## src/rtl/cpu_types_pkg.sv

```systemverilog
// Shared types for the pipeline stall controller.
// The optional performance counters are enabled by defining HAZ_PERF_CNT_EN.
package cpu_types_pkg;

  localparam int PERF_CNT_W = 16;

  // Code 2'd2 is unused. The controller treats it the same as RUN.
  typedef enum logic [1:0] {
    RUN      = 2'd0,
    MEM_WAIT = 2'd1,
    HALTED   = 2'd3
  } pipe_state_t;

endpackage

```

## src/rtl/pipeline_stall_ctrl_if.sv

```systemverilog
// Hazard-decision, memory-handshake and stage-control bundle for pipeline_stall_ctrl.
// The counter signals exist only when HAZ_PERF_CNT_EN is defined.
interface pipeline_stall_ctrl_if;
  import cpu_types_pkg::*;

  logic ihit;
  logic dhit;
  logic exmem_dmem_req;
  logic exmem_halt;
  logic lw_nop;
  logic jmp_flush;
  logic brch_flush;

  logic pc_en;
  logic redirect_take;
  logic ifid_en;
  logic ifid_flush;
  logic idex_en;
  logic idex_flush;
  logic exmem_en;
  logic exmem_flush;
  logic memwb_en;
  logic halted;
  logic [1:0] pipe_state;
`ifdef HAZ_PERF_CNT_EN
  logic [PERF_CNT_W-1:0] stall_cnt;
  logic [PERF_CNT_W-1:0] flush_cnt;
`endif

  modport psc (
    input  ihit, dhit, exmem_dmem_req, exmem_halt, lw_nop, jmp_flush, brch_flush,
    output pc_en, redirect_take, ifid_en, ifid_flush, idex_en, idex_flush,
           exmem_en, exmem_flush, memwb_en, halted, pipe_state
`ifdef HAZ_PERF_CNT_EN
    , output stall_cnt, flush_cnt
`endif
  );

  modport tb (
    output ihit, dhit, exmem_dmem_req, exmem_halt, lw_nop, jmp_flush, brch_flush,
    input  pc_en, redirect_take, ifid_en, ifid_flush, idex_en, idex_flush,
           exmem_en, exmem_flush, memwb_en, halted, pipe_state
`ifdef HAZ_PERF_CNT_EN
    , input stall_cnt, flush_cnt
`endif
  );

endinterface

```

## src/rtl/perf_sat_cnt.sv

```systemverilog
// Event counter that stops at its all-ones value.
module perf_sat_cnt
  import cpu_types_pkg::*;
#(
  parameter int W = PERF_CNT_W
) (
  input  logic         CLK,
  input  logic         RST,
  input  logic         inc,
  output logic [W-1:0] count
);

  logic [W-1:0] count_q;

  // Count events and hold the value once the counter is full.
  always_ff @(posedge CLK) begin
    if (RST) begin
      count_q <= '0;
    end else if (inc && !(&count_q)) begin
      count_q <= count_q + W'(1);
    end
  end

  assign count = count_q;

endmodule

```

## src/rtl/pipeline_stall_ctrl.sv

```systemverilog
// Stall, flush and redirect control for the PC and the four pipeline latches.
// Defining HAZ_PERF_CNT_EN adds the stall and flush performance counters.
//
// state    | meaning
// ---------+---------------------------------------------------------
// RUN      | normal issue; hazard rules (b)..(g) are evaluated
// MEM_WAIT | data access outstanding; the whole pipe is frozen
// HALTED   | HALT has retired; everything is frozen until RST
module pipeline_stall_ctrl
  import cpu_types_pkg::*;
(
  input logic              CLK,
  input logic              RST,
  pipeline_stall_ctrl_if.psc io
);

  pipe_state_t state_q, state_d;
  logic        squash_q, squash_d;
  logic        halted_q;

  logic pc_en_d, redirect_d;
  logic ifid_en_d, ifid_flush_d;
  logic idex_en_d, idex_flush_d;
  logic exmem_en_d, exmem_flush_d;
  logic memwb_en_d;

  logic mem_stall;
  logic redirect_req;

  assign mem_stall    = io.exmem_dmem_req && !io.dhit;
  assign redirect_req = io.jmp_flush || io.brch_flush;

  // Prioritised stage-control decode. Reset and HALTED freeze every stage.
  always_comb begin
    pc_en_d       = 1'b0;
    redirect_d    = 1'b0;
    ifid_en_d     = 1'b0;
    ifid_flush_d  = 1'b0;
    idex_en_d     = 1'b0;
    idex_flush_d  = 1'b0;
    exmem_en_d    = 1'b0;
    exmem_flush_d = 1'b0;
    memwb_en_d    = 1'b0;
    state_d       = state_q;
    squash_d      = squash_q;

    if (!RST) begin
      case (state_q)
        HALTED: begin
          state_d = HALTED;
        end
        default: begin
          if (mem_stall) begin
            state_d = MEM_WAIT;
          end else if (io.exmem_halt) begin
            // Let HALT retire into MEM/WB and leave a bubble in EX/MEM.
            exmem_en_d    = 1'b1;
            exmem_flush_d = 1'b1;
            memwb_en_d    = 1'b1;
            state_d       = HALTED;
          end else begin
            state_d = RUN;
            if (redirect_req) begin
              pc_en_d      = 1'b1;
              redirect_d   = 1'b1;
              ifid_en_d    = 1'b1;
              ifid_flush_d = 1'b1;
              idex_en_d    = 1'b1;
              idex_flush_d = 1'b1;
              exmem_en_d   = 1'b1;
              memwb_en_d   = 1'b1;
              // A wrong-path fetch still in flight must be dropped when it lands.
              // If a squash is already pending it stays pending and applies once.
              squash_d     = squash_q || !io.ihit;
            end else if (io.lw_nop) begin
              idex_en_d    = 1'b1;
              idex_flush_d = 1'b1;
              exmem_en_d   = 1'b1;
              memwb_en_d   = 1'b1;
            end else if (squash_q && io.ihit) begin
              ifid_en_d    = 1'b1;
              ifid_flush_d = 1'b1;
              idex_en_d    = 1'b1;
              exmem_en_d   = 1'b1;
              memwb_en_d   = 1'b1;
              squash_d     = 1'b0;
            end else if (!io.ihit) begin
              ifid_en_d    = 1'b1;
              ifid_flush_d = 1'b1;
              idex_en_d    = 1'b1;
              exmem_en_d   = 1'b1;
              memwb_en_d   = 1'b1;
            end else begin
              pc_en_d      = io.ihit;
              ifid_en_d    = 1'b1;
              idex_en_d    = 1'b1;
              exmem_en_d   = 1'b1;
              memwb_en_d   = 1'b1;
            end
          end
        end
      endcase
    end
  end

  // State, squash flag and the sticky halt flag.
  always_ff @(posedge CLK) begin
    if (RST) begin
      state_q  <= RUN;
      squash_q <= 1'b0;
      halted_q <= 1'b0;
    end else begin
      state_q  <= state_d;
      squash_q <= squash_d;
      halted_q <= (state_d == HALTED);
    end
  end

  assign io.pc_en         = pc_en_d;
  assign io.redirect_take = redirect_d;
  assign io.ifid_en       = ifid_en_d;
  assign io.ifid_flush    = ifid_flush_d;
  assign io.idex_en       = idex_en_d;
  assign io.idex_flush    = idex_flush_d;
  assign io.exmem_en      = exmem_en_d;
  assign io.exmem_flush   = exmem_flush_d;
  assign io.memwb_en      = memwb_en_d;
  assign io.halted        = RST ? 1'b0 : halted_q;
  assign io.pipe_state    = RST ? 2'd0 : state_q;

`ifdef HAZ_PERF_CNT_EN
  logic stall_inc;

  assign stall_inc = !RST && (state_q != HALTED) && !pc_en_d;

  perf_sat_cnt #(.W(PERF_CNT_W)) u_stall_cnt (
    .CLK   (CLK),
    .RST   (RST),
    .inc   (stall_inc),
    .count (io.stall_cnt)
  );

  perf_sat_cnt #(.W(PERF_CNT_W)) u_flush_cnt (
    .CLK   (CLK),
    .RST   (RST),
    .inc   (redirect_d),
    .count (io.flush_cnt)
  );
`endif

endmodule

```

## src/flat_wrapper.sv

```systemverilog
// flat-port wrapper written by rule: the top's interface ports become plain ports
module pipeline_stall_ctrl_flat import cpu_types_pkg::*;
  (CLK, RST, io_ihit, io_dhit, io_exmem_dmem_req, io_exmem_halt, io_lw_nop, io_jmp_flush, io_brch_flush, io_pc_en, io_redirect_take, io_ifid_en, io_ifid_flush, io_idex_en, io_idex_flush, io_exmem_en, io_exmem_flush, io_memwb_en, io_halted, io_pipe_state);
  pipeline_stall_ctrl_if io_i ();
  input logic CLK;
  input logic RST;
  input wire logic [$bits(io_i.ihit)-1:0] io_ihit;
  input wire logic [$bits(io_i.dhit)-1:0] io_dhit;
  input wire logic [$bits(io_i.exmem_dmem_req)-1:0] io_exmem_dmem_req;
  input wire logic [$bits(io_i.exmem_halt)-1:0] io_exmem_halt;
  input wire logic [$bits(io_i.lw_nop)-1:0] io_lw_nop;
  input wire logic [$bits(io_i.jmp_flush)-1:0] io_jmp_flush;
  input wire logic [$bits(io_i.brch_flush)-1:0] io_brch_flush;
  output wire logic [$bits(io_i.pc_en)-1:0] io_pc_en;
  output wire logic [$bits(io_i.redirect_take)-1:0] io_redirect_take;
  output wire logic [$bits(io_i.ifid_en)-1:0] io_ifid_en;
  output wire logic [$bits(io_i.ifid_flush)-1:0] io_ifid_flush;
  output wire logic [$bits(io_i.idex_en)-1:0] io_idex_en;
  output wire logic [$bits(io_i.idex_flush)-1:0] io_idex_flush;
  output wire logic [$bits(io_i.exmem_en)-1:0] io_exmem_en;
  output wire logic [$bits(io_i.exmem_flush)-1:0] io_exmem_flush;
  output wire logic [$bits(io_i.memwb_en)-1:0] io_memwb_en;
  output wire logic [$bits(io_i.halted)-1:0] io_halted;
  output wire logic [$bits(io_i.pipe_state)-1:0] io_pipe_state;
  assign io_i.ihit = io_ihit;
  assign io_i.dhit = io_dhit;
  assign io_i.exmem_dmem_req = io_exmem_dmem_req;
  assign io_i.exmem_halt = io_exmem_halt;
  assign io_i.lw_nop = io_lw_nop;
  assign io_i.jmp_flush = io_jmp_flush;
  assign io_i.brch_flush = io_brch_flush;
  assign io_pc_en = io_i.pc_en;
  assign io_redirect_take = io_i.redirect_take;
  assign io_ifid_en = io_i.ifid_en;
  assign io_ifid_flush = io_i.ifid_flush;
  assign io_idex_en = io_i.idex_en;
  assign io_idex_flush = io_i.idex_flush;
  assign io_exmem_en = io_i.exmem_en;
  assign io_exmem_flush = io_i.exmem_flush;
  assign io_memwb_en = io_i.memwb_en;
  assign io_halted = io_i.halted;
  assign io_pipe_state = io_i.pipe_state;
  pipeline_stall_ctrl u_core (.CLK(CLK), .RST(RST), .io(io_i));
endmodule
```

## config.mk

```make
export PLATFORM = sky130hd
export DESIGN_NAME = pipeline_stall_ctrl_flat
export DESIGN_NICKNAME = d
export VERILOG_FILES = /design/src/rtl/cpu_types_pkg.sv /design/src/rtl/pipeline_stall_ctrl_if.sv /design/src/rtl/perf_sat_cnt.sv /design/src/rtl/pipeline_stall_ctrl.sv /design/src/flat_wrapper.sv
export SDC_FILE = /design/constraint.sdc
export NUM_CORES = 1
export LEC_CHECK = 0
export CORE_AREA = 2 2 39 41
export DETAILED_ROUTE_END_ITERATION = 8
export DIE_AREA = 0 0 41 43
export REMOVE_ABC_BUFFERS = 1
export SLEW_MARGIN = 20
export SYNTH_ARGS = -nofsm -noshare
export SYNTH_HDL_FRONTEND = slang
export SYNTH_SLANG_ARGS = --single-unit
```

## constraint.sdc

```tcl
create_clock -name CLK -period 1.7 [get_ports CLK]
set_input_delay 0.17 -clock CLK [delete_from_list [all_inputs] [get_ports CLK]]
set_output_delay 0.17 -clock CLK [all_outputs]
set_load 0.01 [all_outputs]
```

==> flow_summary.json <==
{
  "status": "completed",
  "timing.final.crit_share_pct": 98.09,
  "setup_viol": 0,
  "worstMarginPinSlew_ns": 0.3384,
  "endpoint_kind": "primary output",
  "synthesis.area_um2": 299.0,
  "antenna_cells": 0,
  "syn2layout_area_growth_pct": 84.94,
  "overflow": 0,
  "finalCoreUtilization_pct": 39.96,
  "synth_seq_area_share_pct": 26.78,
  "ir_drop_v": 0.0005356,
  "clock_skew_ns": 0.002997,
  "drt_iter0_drc": 3,
  "cts_buffer_depth": 2,
  "vias_per_cell": 4.338,
  "vias": 347,
  "dieArea_um2": 1763,
  "cts_htree_levels": 1,
  "wl_per_cell_um": 9.313,
  "fin_crit_ns": 1.668,
  "p_per_area_nw_per_um2": 587.1,
  "place_ws_ns": -0.4286,
  "cts-buffers-inserted": 3,
  "drtPass1Iterations": 2,
  "grt_pass1_vias": 287,
  "start_util_pct": 21.61,
  "arrival_ns": 1.50,
  "dieHeight_um": 43,
  "synth-seq-cells": 4,
  "final_nets": 75,
  "track_usage_pct": 9.447,
  "pin_count": 21,
  "drc": 0,
  "fill_cells": 147,
  "dieWidth_um": 41,
  "cap_violations": 0,
  "final_cell_count_no_fill": 80,
  "rsz0062_at_grt": "yes",
  "yosysWarningCount": 0,
  "critPathKind": "register to primary output",
  "max_freq_ghz": 0.5997,
  "gp_congestion": 0.6603,
  "grt_pass1_wl_mm": 1.138,
  "start_kind": "register",
  "syn_area_per_cell_um2": 8.082,
  "final_cell_mix": "7 x nor2_1, 7 x clkdlybuf4s50_1, 6 x buf_4",
  "cts_tree": "yes",
  "grt_max_degree": 10,
  "wl_um": 745,
  "ant_nets": 0,
  "worst-path-max-fanout": 5,
  "placed_cells_incl_taps": 76,
  "netlist_instances": 37,
  "worst_slack_ns": 0.03241,
  "clock-sinks": 4,
  "clockRootBuffer": "clkbuf_4",
  "leakage_nw": 0.2844,
  "rows": 14,
  "crit_required_ns": 1.53,
  "antenna_found_initial": 0,
  "io_buffers": 20,
  "hold_viol_final": 0,
  "maxSlewViolCount": 0,
  "clkLatencyLatePin_ns": 0.23,
  "timing.slew.headroom_pct": 77.36,
  "hp-class": "input pin to register",
  "drive_gt1_share_pct": 35.94,
  "core_um2": 1384,
  "synth.distinct_cells": 19,
  "clkTransAtPathRegs_ns": 0.04
}
-- layer usage --
metal	part of all wire, %	vias to the layer above	GRT usage [%]
li1	-	177	-
met1	43	161	11.94
met2	50	9	14.06
met3	6.3	0	6.283
met4	0	0	0
met5	0	-	0
-- cell families after synthesis --
| family | share of synthesized area (%) |
|---|---|
| flops | 26.78 |
| simple gates | 44.36 |
| buf+inv | 12.55 |
| compound gates | 16.32 |
-- per-stage QoR --
step / hold WS, ns / total power, mW / cell area [um^2] / setup TNS [ns]
CTS: 0.5019 / 0.3299 / 541.8 / -0.1766
global route: 0.3575 / 0.3504 / 553.0 / -0.001800
global placement: 0.5862 / 0.2173 / 534.3 / -2.981
floorplan: 0.2424 / 0.1471 / 269.0 / 0
detailed placement: 0.5879 / 0.2178 / 534.3 / -3.071
finish: 0.3212 / 0.3247 / 553.0 / 0
-- cell type report --
type / count / area (um^2) / area share, %
clock buffer: 3 / 22.52 / 4.072
inverter: 2 / 7.507 / 1.357
multi-input combinational: 28 / 187.7 / 33.94
sequential: 4 / 81.33 / 14.71
tap: 16 / 20.02 / 3.620
timing repair buffer: 27 / 234.0 / 42.31
-- path summary, 6_finish.rpt --
path / startpoint / endpoint / slack (ns) / depth (start not counted)
max reg2reg: u_core.state_q[0] / u_core.squash_q / 0.33 / 4
max: u_core.state_q[0] / io_ifid_en / 0.03 / 5
min: RST / u_core.state_q[1] / 0.32 / 3
min reg2reg: u_core.squash_q / u_core.squash_q / 0.59 / 3
-- cells in the mapped netlist --
cell type	instances	share of area, %
and2_4	1	2.9
buf_6	2	7.5
and2_1	1	2.1
nor3_1	2	3.3
nor3b_1	1	2.5
inv_1	2	2.5
nor2b_4	1	4.6
buf_4	1	2.5
or2_2	1	2.1
or4_4	1	3.8
dfxtp_1	4	27
a21oi_1	3	5.0
and2b_1	1	2.5
o41a_1	1	3.8
nor2b_1	3	6.3
o21a_1	1	2.5
a2111oi_2	1	5.0
nor2_1	8	10
nand2b_1	2	4.2
-- registers in the layout, indices dropped and copies added, names as in the netlist --
signal           cells
u_core.halted_q      1
u_core.squash_q      1
u_core.state_q       2
-- where the power goes --
| group | total [mW] | internal, mW | switching [mW] |
|---|---|---|---|
| clock | 0.117 | 0.0789 | 0.0383 |
| combinational | 0.105 | 0.0605 | 0.0442 |
| sequential | 0.103 | 0.101 | 0.00210 |
-- repair_timing --
item,CTS,global route
endpoints found under the setup margin,9,6
pin swaps,3,2
gates resized for setup,25,7
hold buffers,0,0
buffers inserted,1,0
-- worst max-delay path: stages, from the launching register on --
cell     delay, ns
dfxtp_1       0.30
and2_4        0.15
or4_4         0.45
buf_6         0.15
a21oi_2       0.08
buf_2         0.14
Note: power is estimated with default switching activity, not from simulation.
